==> src/rtl/pzbcm_sram_pkg.sv <==
// Shared types and helpers for the pzbcm SRAM reader slice.
package pzbcm_sram_pkg;

  typedef enum logic [1:0] {
    IDLE  = 2'd0,
    ISSUE = 2'd1,
    DRAIN = 2'd2
  } pzbcm_sram_reader_state_e;

  // Width needed to hold an outstanding count in 0..max_outstanding.
  function automatic int unsigned credit_width(int unsigned max_outstanding);
    return $clog2(max_outstanding + 1);
  endfunction

endpackage

==> src/rtl/pzbcm_sram_reader_credit.sv <==
// Saturating up/down counter tracking requests issued but not yet delivered.
module pzbcm_sram_reader_credit
  import pzbcm_sram_pkg::*;
#(
  parameter int unsigned MAX_OUTSTANDING = 4
) (
  input  logic i_clk,
  input  logic i_rst_n,
  input  logic clear_i,
  input  logic inc_i,
  input  logic dec_i,
  output logic full_o,
  output logic empty_o
);
  localparam int unsigned         CW        = credit_width(MAX_OUTSTANDING);
  localparam logic [CW-1:0]       MAX_COUNT = CW'(MAX_OUTSTANDING);

  logic [CW-1:0] count_q;
  logic [CW-1:0] count_d;

  always_comb begin
    count_d = count_q;
    if (clear_i) begin
      count_d = '0;
    end else if (inc_i && !dec_i && (count_q != MAX_COUNT)) begin
      count_d = count_q + CW'(1);
    end else if (dec_i && !inc_i && (count_q != '0)) begin
      count_d = count_q - CW'(1);
    end
  end

  always_ff @(posedge i_clk or negedge i_rst_n) begin
    if (!i_rst_n) count_q <= '0;
    else          count_q <= count_d;
  end

  assign full_o  = (count_q == MAX_COUNT);
  assign empty_o = (count_q == '0);
endmodule

==> src/rtl/pzbcm_sram_reader.sv <==
// Turns (pointer, length) commands into SRAM word reads and streams the
// returned words downstream with credit-based flow control.
module pzbcm_sram_reader
  import pzbcm_sram_pkg::*;
#(
  parameter int unsigned POINTER_WIDTH   = 8,
  parameter int unsigned DATA_WIDTH      = 32,
  parameter int unsigned LENGTH_WIDTH    = 8,
  parameter int unsigned MAX_OUTSTANDING = 4
) (
  input  logic                     i_read_clk,
  input  logic                     i_read_rst_n,
  input  logic                     i_clear,
  input  logic                     i_cmd_valid,
  output logic                     o_cmd_ready,
  input  logic [POINTER_WIDTH-1:0] i_cmd_pointer,
  input  logic [LENGTH_WIDTH-1:0]  i_cmd_length,
  output logic                     o_read_valid,
  input  logic                     i_read_ready,
  output logic [POINTER_WIDTH-1:0] o_read_pointer,
  output logic                     o_read_info,
  input  logic                     i_read_data_valid,
  output logic                     o_read_data_ready,
  input  logic [DATA_WIDTH-1:0]    i_read_data,
  input  logic                     i_read_info,
  output logic                     o_data_valid,
  input  logic                     i_data_ready,
  output logic [DATA_WIDTH-1:0]    o_data,
  output logic                     o_last,
  output logic                     o_busy
);
  pzbcm_sram_reader_state_e state_q, state_d;
  logic [POINTER_WIDTH-1:0] pointer_q, pointer_d;
  logic [LENGTH_WIDTH-1:0]  remaining_q, remaining_d;
  logic                     credit_full;
  logic                     credit_empty;
  logic                     cmd_accept;
  logic                     request_hs;
  logic                     stream_hs;

  // Responses bypass the reader entirely: no added latency.
  assign o_data_valid      = i_read_data_valid;
  assign o_data            = i_read_data;
  assign o_last            = i_read_info;
  assign o_read_data_ready = i_data_ready;

  assign cmd_accept = i_cmd_valid && o_cmd_ready && !i_clear;
  assign request_hs = o_read_valid && i_read_ready;
  assign stream_hs  = i_read_data_valid && i_data_ready;

  pzbcm_sram_reader_credit #(
    .MAX_OUTSTANDING (MAX_OUTSTANDING)
  ) u_credit (
    .i_clk   (i_read_clk),
    .i_rst_n (i_read_rst_n),
    .clear_i (i_clear),
    .inc_i   (request_hs),
    .dec_i   (stream_hs),
    .full_o  (credit_full),
    .empty_o (credit_empty)
  );

  always_ff @(posedge i_read_clk or negedge i_read_rst_n) begin
    if (!i_read_rst_n) begin
      state_q     <= IDLE;
      pointer_q   <= '0;
      remaining_q <= '0;
    end else begin
      state_q     <= state_d;
      pointer_q   <= pointer_d;
      remaining_q <= remaining_d;
    end
  end

  always_comb begin
    state_d     = state_q;
    pointer_d   = pointer_q;
    remaining_d = remaining_q;
    case (state_q)
      IDLE: begin
        if (cmd_accept) begin
          state_d     = ISSUE;
          pointer_d   = i_cmd_pointer;
          remaining_d = i_cmd_length;
        end
      end
      ISSUE: begin
        if (request_hs) begin
          pointer_d = pointer_q + POINTER_WIDTH'(1);
          if (remaining_q == '0) state_d     = DRAIN;
          else                   remaining_d = remaining_q - LENGTH_WIDTH'(1);
        end
      end
      DRAIN: begin
        if (stream_hs && i_read_info) state_d = IDLE;
      end
      default: state_d = IDLE;
    endcase
    if (i_clear) begin
      state_d     = IDLE;
      pointer_d   = '0;
      remaining_d = '0;
    end
  end

  // Last-word flag is qualified by ISSUE so it reads 0 while idle/reset.
  always_comb begin
    o_cmd_ready    = (state_q == IDLE);
    o_read_valid   = (state_q == ISSUE) && !credit_full && !i_clear;
    o_read_pointer = pointer_q;
    o_read_info    = (state_q == ISSUE) && (remaining_q == '0);
    o_busy         = (state_q != IDLE) || !credit_empty;
  end
endmodule

==> config.mk <==
export PLATFORM = sky130hd
export DESIGN_NAME = pzbcm_sram_reader
export DESIGN_NICKNAME = d
export VERILOG_FILES = /design/src/rtl/pzbcm_sram_pkg.sv /design/src/rtl/pzbcm_sram_reader_credit.sv /design/src/rtl/pzbcm_sram_reader.sv
export SDC_FILE = /design/constraint.sdc
export NUM_CORES = 1
export LEC_CHECK = 0
export CAP_MARGIN = 20
export CORE_AREA = 3 3 87 64
export DETAILED_ROUTE_END_ITERATION = 12
export DIE_AREA = 0 0 90 67
export PLACE_DENSITY = 0.79
export SLEW_MARGIN = 20
export SYNTH_ARGS = -nofsm -noshare
export SYNTH_HDL_FRONTEND = slang
export SYNTH_SLANG_ARGS = --single-unit
==> constraint.sdc <==
create_clock -name i_read_clk -period 2.8 [get_ports i_read_clk]
set_input_delay 0.56 -clock i_read_clk [delete_from_list [all_inputs] [get_ports i_read_clk]]
set_output_delay 0.56 -clock i_read_clk [all_outputs]
set_load 0.01 [all_outputs]
After elaboration in Yosys (flattened, before gate mapping). Cells that the tools add are included.

Bits in registers: 21. Input bits: 56. Word-level logic and storage cells: 63.

Add/sub/neg operators: 4. Eq/ne operators: 9. Mux-type cells: 18. Reductions and logical operators: 28.

Operator list (count): two-way mux 8 bit (7); case mux 8 bit (2 select lines) (2); logical AND 1 bit (12); inequality test 3 bit (second input constant) (4); two-way mux 2 bit (5); two-way mux 3 bit (3); nonzero test 3 bit (3); adder 8 x 1 -> 8 bit (second input constant) (1); zero test 8 bit (1); AND reduction 4 bit (2); subtractor 8 x 1 -> 8 bit (second input constant) (1); inequality test 3 x 2 -> 1 bit (second input constant) (2); case mux 2 bit (3 select lines) (1); zero test 1 bit (5); adder 3 x 1 -> 3 bit (second input constant) (1); equality test 3 bit (second input constant) (1); zero test 3 bit (1); AND reduction 3 bit (1); subtractor 3 x 1 -> 3 bit (second input constant) (1); equality test 2 x 1 -> 1 bit (second input constant) (1); equality test 2 bit (second input constant) (1); zero test 2 bit (1); nonzero test 2 bit (1); logical OR 1 bit (1).

Depth between registers and ports, before layout.
Depth after elaboration: 11. Mapped depth: 9. Depth with buffers taken out: 8.

Cells and area by module. Synthesis repeated with hierarchy kept, for this count alone.

Cell total of the unflattened synthesis: 215. Area total of the unflattened synthesis: 1778.0 um^2.

By module, submodules not included: pzbcm_sram_reader (instances 1, cells an instance 180, area each 1467.7 um^2); pzbcm_sram_reader_credit (instances 1, cells an instance 35, area each 310.3 um^2).

Least setup slack after synthesis. OpenSTA, ideal clock, no wires.

Path kind: register to register. Start point: register u_credit.count_q[1]. End point: register u_credit.count_q[1]. Library setup time: 119 ps. Data arrival time: 2103 ps. Required time: 2681 ps. Path slack: 578 ps. Stages on the path, launching flop included: 9. Buffers on the path: 1. Clock period less this slack: 2222 ps. Cells stage by stage: dfrtp_1 > or3b_4 > buf_2 > nand3_1 > a21oi_1 > fa_1 > nor3_1 > mux2_2 > o21a_1.

Word-level cells in the longest chain between the ends: 9. Elaborated cells between the ends (all ways): 18.

Ends and longest elaborated chain: from (decl) (RTL line pzbcm_sram_reader_credit.sv:18) `logic [CW-1:0] count_q;`; from (signal assigned) (RTL line pzbcm_sram_reader_credit.sv:34) `else count_q <= count_d;`; equality test 3 bit (RTL line pzbcm_sram_reader_credit.sv:37) `assign full_o = (count_q == MAX_COUNT);`; zero test 1 bit (RTL line pzbcm_sram_reader.sv:109) `o_read_valid = (state_q == ISSUE) && !credit_full && !i_clear;`; logical AND 1 bit (2 in series) (RTL line pzbcm_sram_reader.sv:109); logical AND 1 bit (RTL line pzbcm_sram_reader.sv:48) `assign request_hs = o_read_valid && i_read_ready;`; logical AND 1 bit or zero test 1 bit (tied branches) (RTL line pzbcm_sram_reader_credit.sv:25, pzbcm_sram_reader_credit.sv:27); logical AND 1 bit, on equally long branches (RTL line pzbcm_sram_reader_credit.sv:25, pzbcm_sram_reader_credit.sv:27); two-way mux 3 bit or logical AND 1 bit (tied branches) (RTL line pzbcm_sram_reader_credit.sv:25, pzbcm_sram_reader_credit.sv:27); two-way mux 3 bit or nonzero test 3 bit (tied branches).

Parallel ways exist; a longest one is shown, timed or not. The select of a mux whose other input is x is not followed. A chain may end at the register's enable or synchronous reset.

Worst setup path in the final report.
Start point: register remaining_q[0]. End point: output o_read_info.

Word-level cells in the longest chain between the ends: 2.

Ends and longest elaborated chain: from (decl) (RTL line pzbcm_sram_reader.sv:34) `logic [LENGTH_WIDTH-1:0] remaining_q, remaining_d;`; from (signal assigned) (RTL line pzbcm_sram_reader.sv:71) `remaining_q <= remaining_d;`; zero test 8 bit (RTL line pzbcm_sram_reader.sv:111) `o_read_info = (state_q == ISSUE) && (remaining_q == '0);`; logical AND 1 bit (RTL line pzbcm_sram_reader.sv:111); to (decl) (RTL line pzbcm_sram_reader.sv:21) `output logic o_read_info,`.

No other way between the ends.

==> results by group <==
Timing
  • Final period util: 94.3%
  • Final Slew Violations: 0
  • Relative slew slack: 60.0%
  • Achievable Freq: 379 MHz
  • Shortest period the worst path allows: 2.64 ns
  • Fin. Hold Viols: 0
  • Final WS setup: 0.158 ns
  • RSZ-0062 raised after global routing: false
  • Setup Viol. Count Final: 0
  • Setup TNS: 0 ns
  • Clock skew: 0.00630 ns
  • Slew @ Worst Pin: 0.600 ns

Finish
  • Post-route cell area: 0.00208 sq mm
  • Nets: 275
  • Fillers: 485
  • Ant diodes: 0
  • Layout cells sized above 1: 11.6%
  • Post-layout util: 43.4%
  • Area grow syn2layout: 12.2%

Die
  • Die span in x: 90 um
  • Num ports: 103
  • Core area: 0.00478 sq mm
  • Starting density of the core: 38.7%
  • Die footprint: 0.00603 sq mm
  • Die H: 67 um
  • Cell Rows: 21

Min path
  • Hold Crit Class: register to register
  • Min-Delay Path Depth: 1

Synthesis
  • Area leader, netlist: dfrtp_1
  • Syn Inst Count: 212
  • EDFF count, synth: 0
  • Top-area cell type share of the netlist area: 28.4%
  • Largest cells by area after synthesis: dfrtp_1 (28%), buf_4 (15%), a21oi_1 (3.5%)
  • Synthesized area per cell: 8.73 sq um
  • #FFs+latches synth: 21
  • Ys Warns: 0
  • Post-synthesis sequential area ratio: 28.4%
  • Most used DFF post-synth: dfrtp_1
  • Synthesized area: 0.00185 sq mm
  • Post-synthesis async set-or-reset flop share: 100%
  • Syn Nets: 271
  • Distinct cells, synth: 54

Pwr
  • Pwr/cell area: 498 mW/mm^2
  • Total chip power: 1.03 mW
  • Peak supply drop: 0.000199 V
  • Leakage power: 0.831 nW

Placement
  • Placed Area: 0.00203 sq mm
  • IO buf count: 38
  • Placer Congestion: 0.952
  • Hpwl dp: 3160 um
  • Place WS: 0.167 ns

Outcome
  • Run status: finished clean

CTS
  • Clock Latency Late Sink: 0.27 ns
  • CTS Sinks: 21
  • CTS tree: built
  • Number of CTS-inserted buffers: 3
  • Cts hold-fix bufs: 0
  • CTS max path bufs: 2
  • Clk slew on worst S/H paths: 0.09 ns
  • Root buf cell: clkbuf_8
  • CTS H-Tree Depth: 1

Global route
  • Largest net degree at the start of global routing: 27
  • GRT Util Overall: 15.1%
  • First-pass GRT wire length: 7450 um
  • Vias in the first global route: 1,523
  • Gr ovfl total: 0
  • Initial antenna violation count: 0

Detailed routing
  • Final WL: 4280 um
  • WL/cell: 15.1 um
  • DR pass1 iterations: 4
  • # DRC: 0
  • Vias after detailed routing: 1,561
  • Antenna-violating nets left: 0
  • DRT iter0 DRCs: 101
  • Vias per cell: 5.50

Worst setup path
  • CP endpoint kind: output port
  • Worst r2r path cells: 7
  • WS Path Type: register to output port
  • CP Max Fanout: 5
  • Crit-path leading delay family: simple AND/OR/NAND/NOR gates
  • Slowest stage delay, CP: 0.55 ns
  • Worst EP arrival: 2.08 ns
  • Critical Path Slowest Stage Cell: or3b_2
  • Worst setup SP type: register
  • WP depth: 5
  • Worst-path cell chain: inv_1 -> ha_1 -> or3b_2 -> nor3_4 -> dlygate4sd2_1
  • Crit path required time: 2.24 ns
  • WP buf/inv: 2

Run
  • Count of max-cap constraint violations: 0
-- power breakdown --
group          internal [mW]  leakage [nW]  switching, mW
Sequential             0.347         0.276         0.0610
Combinational          0.205         0.530          0.214
Clock                 0.0994        0.0255          0.109
-- cells in the final DEF (no fill, tap or decap), types with 5 or more instances in the layout --
cell type        count
o21ai_0             13
a22o_1               5
nor3_1               8
nand3_1              8
a21oi_1             13
nand2_1             12
buf_4                7
o2bb2ai_1            6
inv_1                6
dfrtp_1             21
clkdlybuf4s50_1     37
nor2_1              13
-- per-layer routing --
| layer | wire length [um] | vias to the layer above | track usage [%] | share of wire, % |
|---|---|---|---|---|
| met5 | 0 | - | 0 | 0 |
| met4 | 41 | 0 | 4.20 | 0.96 |
| met3 | 292 | 8 | 5.98 | 6.8 |
| met2 | 1860 | 50 | 21.1 | 43 |
| met1 | 2090 | 753 | 21.3 | 49 |
| li1 | - | 750 | - | - |
-- sequential cells by signal, summed over array words and instances (netlist names) --
signal / count
state_q: 2
remaining_q: 8
u_credit.count_q: 3
o_read_pointer: 8
-- kinds of logic after synthesis --
kind of cell / count (synthesis) / share of synthesized area [%]
DFF: 21 / 28.4
buffers and inverters: 52 / 19.5
and+or+nand+nor: 71 / 23.4
adders and majority gates: 3 / 2.43
AOI/OAI and AO/OA: 58 / 22.4
xor gates and xnor gates: 1 / 0.473
muxes: 6 / 3.38
-- cell type report --
type	count	area (sq um)	share of cell area [%]
Multi-Input combinational cell	139	963	46.4
Sequential cell	21	526	25.3
Timing Repair Buffer	45	432	20.8
Tap cell	69	86.3	4.16
Clock buffer	3	41.3	1.99
Inverter	6	22.5	1.08
Clock inverter	1	5.00	0.241
-- per-stage QoR --
stage | hold slack, ns | instances
after floorplan | 0.264 | 212
after global placement | 0.505 | 280
after detailed placement | 0.514 | 280
after CTS | 0.536 | 284
after global routing | 0.563 | 284
final | 0.536 | 284
-- Yosys cell counts, types with 3 or more instances --
master     count
buf_4         37
dfrtp_1       21
a21oi_1       13
nor2_1        13
o21ai_0       13
nand2_1       12
nand3_1        8
nor3_1         8
inv_1          6
o2bb2ai_1      6
a22o_1         5
buf_2          4
mux2i_1        4
nor4_1         4
o211ai_1       4
o31ai_1        4
buf_6          3
nor2b_1        3
-- worst paths after layout --
| path | startpoint | to | slack (ns) |
|---|---|---|---|
| worst max register to register | u_credit.count_q[1]$_DFFE_PN0P_ | u_credit.count_q[1]$_DFFE_PN0P_ | 0.59 |
| worst min-delay path | o_read_pointer[7]$_DFFE_PN0P_ | o_read_pointer[7]$_DFFE_PN0P_ | 0.54 |
| min in group asynchronous | i_read_rst_n | remaining_q[4]$_DFFE_PN0P_ | 0.64 |
| max in group asynchronous | i_read_rst_n | o_read_pointer[5]$_DFFE_PN0P_ | 1.93 |
| worst min register to register | o_read_pointer[7]$_DFFE_PN0P_ | o_read_pointer[7]$_DFFE_PN0P_ | 0.54 |
| worst max-delay path | remaining_q[0]$_DFFE_PN0P_ | o_read_info | 0.16 |
-- repair_timing --
item | 4_1_cts | 5_1_grt
setup buffers | 0 | 0
hold endpoints to repair | 0 | 0
setup endpoints to repair | 1 | 0
resized for setup | 1 | 0
Power figures use the tool's default switching activity.
